==> src/rtl/interrupt_controller.sv <==
// Prioritised, vectored interrupt controller: latches requests, presents the lowest pending+enabled index, pulses irq_clear on ack.
// Request latency 2 clocks from irq_in; define INTC_EDGE_EN for rising-edge pending instead of level.
module interrupt_controller #(
    parameter int SOURCES     = 8,
    parameter int VECTOR_BITS = 3
) (
    input  logic                   clk,
    input  logic                   nreset,
    input  logic                   nwr,
    input  logic [1:0]             address,
    input  logic [SOURCES-1:0]     data_in,
    output logic [SOURCES-1:0]     data_out,
    input  logic [SOURCES-1:0]     irq_in,
    output logic [SOURCES-1:0]     irq_clear,
    output logic                   cpu_irq,
    output logic [VECTOR_BITS-1:0] cpu_vector,
    input  logic                   cpu_ack
);

    typedef enum logic [1:0] {
        S_IDLE,
        S_REQ,
        S_CLEAR,
        S_SETTLE
    } state_t;

    state_t                 state_q, state_d;
    logic [SOURCES-1:0]     mask_q, mask_d;
    logic [SOURCES-1:0]     pending_q, pending_d;
    logic [SOURCES-1:0]     irq_clear_q, irq_clear_d;
    logic                   cpu_irq_q, cpu_irq_d;
    logic [VECTOR_BITS-1:0] vec_q, vec_d;

    logic [SOURCES-1:0]     masked;
    logic [SOURCES-1:0]     vec_onehot;
    logic [SOURCES-1:0]     holdoff;
    logic [SOURCES-1:0]     set_req;
    logic [SOURCES-1:0]     wr_clear;
    logic [SOURCES-1:0]     ack_clear;
    logic                   any_masked;
    logic [VECTOR_BITS-1:0] lowest_idx;

    assign masked     = pending_q & mask_q;
    assign any_masked = |masked;

    // Scan downwards so the lowest set index is the one left standing.
    always_comb begin
        lowest_idx = '0;
        for (int i = SOURCES - 1; i >= 0; i--) begin
            if (masked[i]) begin
                lowest_idx = VECTOR_BITS'(i);
            end
        end
    end

    always_comb begin
        vec_onehot = '0;
        for (int i = 0; i < SOURCES; i++) begin
            vec_onehot[i] = (vec_q == VECTOR_BITS'(i));
        end
    end

    // The acknowledged source is blind for two cycles while its own clear takes effect.
    assign holdoff   = (state_q == S_CLEAR || state_q == S_SETTLE) ? vec_onehot : '0;
    assign wr_clear  = (!nwr && address == 2'd2) ? data_in : '0;
    assign ack_clear = (state_q == S_REQ && cpu_ack) ? vec_onehot : '0;

`ifdef INTC_EDGE_EN
    logic [SOURCES-1:0] prev_q;

    always_ff @(posedge clk or negedge nreset) begin
        if (!nreset) begin
            prev_q <= '0;
        end else begin
            prev_q <= irq_in;
        end
    end

    assign set_req = irq_in & ~prev_q & ~holdoff;
`else
    assign set_req = irq_in & ~holdoff;
`endif

    // A new set beats a CLEAR write, but the acknowledge of the serviced bit beats both.
    assign pending_d = ((pending_q & ~wr_clear) | set_req) & ~ack_clear;
    assign mask_d    = (!nwr && address == 2'd0) ? data_in : mask_q;

    always_comb begin
        state_d     = state_q;
        cpu_irq_d   = cpu_irq_q;
        vec_d       = vec_q;
        irq_clear_d = '0;
        case (state_q)
            S_IDLE: begin
                if (any_masked) begin
                    cpu_irq_d = 1'b1;
                    vec_d     = lowest_idx;
                    state_d   = S_REQ;
                end
            end
            S_REQ: begin
                if (cpu_ack) begin
                    cpu_irq_d   = 1'b0;
                    irq_clear_d = vec_onehot;
                    state_d     = S_CLEAR;
                end
            end
            S_CLEAR:  state_d = S_SETTLE;
            S_SETTLE: state_d = S_IDLE;
            default:  state_d = S_IDLE;
        endcase
    end

    always_ff @(posedge clk or negedge nreset) begin
        if (!nreset) begin
            state_q     <= S_IDLE;
            mask_q      <= '0;
            pending_q   <= '0;
            irq_clear_q <= '0;
            cpu_irq_q   <= 1'b0;
            vec_q       <= '0;
        end else begin
            state_q     <= state_d;
            mask_q      <= mask_d;
            pending_q   <= pending_d;
            irq_clear_q <= irq_clear_d;
            cpu_irq_q   <= cpu_irq_d;
            vec_q       <= vec_d;
        end
    end

    always_comb begin
        case (address)
            2'd0:    data_out = mask_q;
            2'd1:    data_out = pending_q;
            default: data_out = '0;
        endcase
    end

    assign irq_clear  = irq_clear_q;
    assign cpu_irq    = cpu_irq_q;
    assign cpu_vector = vec_q;

endmodule
==> config.mk <==
export PLATFORM = sky130hd
export DESIGN_NAME = interrupt_controller
export DESIGN_NICKNAME = d
export VERILOG_FILES = /design/src/rtl/interrupt_controller.sv
export SDC_FILE = /design/constraint.sdc
export NUM_CORES = 1
export LEC_CHECK = 0
export CORE_ASPECT_RATIO = 1.2
export CORE_UTILIZATION = 48
export CTS_CLUSTER_DIAMETER = 100
export CTS_CLUSTER_SIZE = 24
export DETAILED_ROUTE_END_ITERATION = 10
export PLACE_DENSITY_LB_ADDON = 0.3
export SYNTH_ARGS = -nofsm -noshare
export SYNTH_HDL_FRONTEND = slang
export SYNTH_SLANG_ARGS = --single-unit
export TNS_END_PERCENT = 30
==> constraint.sdc <==
create_clock -name clk -period 1.6 [get_ports clk]
set_input_delay 0.32 -clock clk [delete_from_list [all_inputs] [get_ports clk]]
set_output_delay 0.32 -clock clk [all_outputs]
set_load 0.02 [all_outputs]
==> impl.org <==
** Global routing
- The number of global-route vias before repair is about 1400.
- Remaining global-route overflow :: 0
- The initial antenna violation count came to 0.
- The layer flagged by global routing as most heavily used is met2.
- For met1 alone, demand over resource in global routing was between 20% and 30%.
- Entering global routing, the biggest net connects 31 pins.
- Global-route wire length before repair :: a little over 6000 um
- Total routing usage reported by global routing :: between 20% and 30%
- Met3 capacity usage during global routing :: 7.143%
- In the global route stage, met2 resource usage came out at between 40% and 50%.

** Yosys
- Synthesized-area fraction occupied by xor and xnor cells :: 0%
- Top_reg_cell synth :: dfrtp_1
- Distinct cell type count of the synthesized netlist :: 29
- Compound-cell area share of the yosys netlist :: about 16%
- Ys Warns :: 0
- Post-synthesis instance area :: ~1600 sq um
- Simple-gate portion of the synthesized area :: between 10% and 20%
- Counting every instance in the synthesized netlist gives ~150.
- In the synthesized netlist, mux cells make up between 10% and 20% of the area.
- Average cell area after synthesis :: 10.52 sq um
- Of all flip-flops after synthesis, the portion carrying an async set or reset was between 90% and 100%.
- Counting flops and latches in the post-synthesis netlist gives 30.
- Of the total synthesized cell area, the portion taken by full adders, half adders and majority gates is 4.019%.
- Number of flops mapped to enable cells by yosys :: 0
- Post-synthesis sequential area ratio :: 48.23%
- Syn_nets :: 175
- By area, the combinational part of the netlist is dominated by simple AND/OR/NAND/NOR gates.

** Timing
- For this run, the top clock speed supported by timing is roughly 660 MHz.
- Post-route fraction of the period consumed by the critical path :: a little over nine tenths
- The final-report hold violation count came to 0.
- The number of pins exceeding their max-slew limit in the final report is 0.
- Adding up every negative setup slack in the final design gives 0 ns.
- Worst Hold Margin :: around 0.35 ns
- Worst slew margin relative to its limit :: roughly 75%
- Setup violations remaining at the end of the flow were counted as 0.
- Worst Skew :: between 0.01 and 0.015 ns
- At the pin with the least slew margin, the transition time is around 0.38 ns.
- Setup repair after global routing left no endpoint under its margin.
- The routed design could run at a clock period as short as around 1.5 ns.

** Placed design
- At the end of routability-driven placement, the weighted congestion stood at 0.7971.
- After detailed placement, the total cell area comes to 2077 sq um.
- Port buffering added slightly above 40 buffers.
- Once detailed placement completed, the half-perimeter wirelength came to about 2800 um.
- Total placed cells including tap cells :: about 230

** Setup path
- For this run, the slowest stage of the critical path takes 0.45 ns.
- CP endpoint kind :: primary output
- Of all nets on the critical path, the largest fanout is 4.
- Top Family by Delay on Critical Path :: flip-flops
- Type of the setup path with the least slack :: reg -> out
- Cell type of the slowest stage on the worst timing path :: dfrtp_1
- STA classifies the critical path startpoint as a flop.
- At the worst endpoint, the required time is between 1 and 1.5 ns.
- Bufs and invs on worst path :: 1
- Traced cell by cell, the critical path runs through mux2i_1 -> nor2_1 -> buf_4.
- STA puts the critical path data arrival time at ~1.2 ns.

** Detailed routing
- Before antenna repair, the detailed router went through 4 iterations.
- The detailed router finished its first iteration with 28 violations.
- The routed design has 3648 um of wire.
- Vias :: around 1300
- WL per Instance :: roughly 15 um
- Dividing the detail-routed via count by the number of cells gives ~5.5.
- DRT antenna net count :: 0
- In the routed design, unresolved DRC markers number 0.

** Die
- Row count :: 22
- The floorplan step defined a die boundary enclosing approximately 3500 sq um.
- Initial cell density of the core :: between 50% and 60%
- The core region is roughly 3100 sq um.
- Die outline width :: between 50 and 60 um
- From bottom edge to top edge, the die measures roughly 64 um.
- Number of primary I/O pins :: 42

** Pwr
- Pleak :: 1.058 nW
- Cell area power density :: around 1400 nW/um^2
- Peak supply drop :: a little over 1 mV

** Finish
- After routing the design area is between 2000 and 2500 sq um.
- Highest-count cells in the layout ignoring fill and taps :: 29 x dfrtp_1, 23 x nor2_1, 19 x nand2_1, 19 x clkdlybuf4s50_1
- For this run, the post-layout net count is around 230.
- Post-Layout Cell Count :: 239
- The library cell used most frequently in the layout, excluding fill and tap cells, is dfrtp_1.
- Fraction of final layout cells sized beyond drive strength 1 :: between 20% and 30%
- P&R area growth vs syn :: 35.77%
- Final core utilization :: 68.55%
- Antenna diode instance count :: 0

** Clock tree
- The longest clock path from root to sink contains 2 buffers.
- Worst-Skew Late Latency :: ~0.34 ns
- In this run, post-CTS hold repair placed 0 buffers.
- Cell at the root of the clock tree :: clkbuf_4
- Count of H-tree levels built during CTS :: 2
- Clock edge transition at the registers on the reported setup and hold paths :: 0.10 ns
- TritonCTS built the clock tree.
- The number of clock buffers added by TritonCTS is 5.
- Buffers added to address setup during post-CTS repair amount to 0.
- Total number of clock tree sinks :: 30

** Worst hold path
- The min-delay analysis places its worst path in the category in -> async.

** Run status
- The flow ran to the end, and the final reports show no timing, DRC or antenna violations.

** Flow run
- Max-cap violations in this run came to 0.
[timing repair]
action / in CTS / in global routing
endpoints found under the hold margin: 0 / 0
setup endpoints to repair: 15 / 13
gates resized for setup: 43 / 7
[routing by layer]
metal	vias up	part of all wire, %
li1	625	-
met1	631	40
met2	40	51
met3	11	6.1
met4	0	2.9
met5	-	0
[report_power, final]
| part | leakage, nW | internal (mW) | switching [mW] |
|---|---|---|---|
| sequential | 0.350 | 0.935 | 0.181 |
| clock | 0.0353 | 0.213 | 0.261 |
| combinational | 0.672 | 0.579 | 0.685 |
[path summary, 6_finish.rpt]
path                                  from  slack [ns]  depth (start not counted)          end
worst max-delay path             mask_q[2]        0.08                          3  data_out[2]
worst min-delay path                nreset        0.35                          2    mask_q[2]
worst max register to register  state_q[0]        0.08                          5   state_q[1]
worst min register to register     cpu_irq        0.54                          1      cpu_irq
max in group asynchronous           nreset        0.96                          2   state_q[0]
min in group clk                   cpu_irq        0.54                          1      cpu_irq
[registers in the layout, summed over array words and instances, names as in the netlist]
register / count
cpu_irq: 1
cpu_vector: 3
irq_clear: 8
mask_q: 8
pending_q: 8
state_q: 2
[through the flow]
| step | power, mW | setup WS [ns] |
|---|---|---|
| after floorplan | 1.924 | 0.1859 |
| after global placement | 2.395 | -0.4643 |
| after CTS | 2.878 | 0.001619 |
| after global routing | 3.062 | 0.001417 |
| final | 2.853 | 0.07632 |
| after detailed placement | 2.459 | -0.5356 |
[Yosys cell counts (2+ instances only)]
cell / count / share of area, %
a21oi_1: 9 / 2.9
a22oi_1: 4 / 1.9
a22oi_2: 3 / 2.4
a32oi_1: 2 / 1.1
buf_4: 2 / 0.96
clkbuf_1: 2 / 0.48
dfrtp_1: 30 / 48
ha_1: 5 / 4.0
inv_1: 5 / 1.2
mux2_2: 8 / 5.8
mux2i_1: 9 / 5.8
nand2_1: 19 / 4.6
nand2b_1: 4 / 1.6
nand3_1: 2 / 0.64
nor2_1: 23 / 5.5
nor3_1: 2 / 0.64
o21ai_0: 7 / 2.3
[cell families (layout without fill, tap and decap cells)]
kind of cell,after synthesis,count (layout)
and+or+nand+nor,54,54
buffers and inverters,9,64
DFF,30,30
muxes,18,18
AOI/OAI and AO/OA,32,32
adders and majority gates,5,5
[cell type report]
cell class,count,area [sq um]
Clock inverter,1,5.005
Inverter,5,18.77
Tap cell,36,45.04
Clock buffer,7,55.05
Timing Repair Buffer,51,469.2
Fill cell,256,969.7
Multi-Input combinational cell,109,768.2
Sequential cell,30,752.0
(Power assumes the default switching activity.)
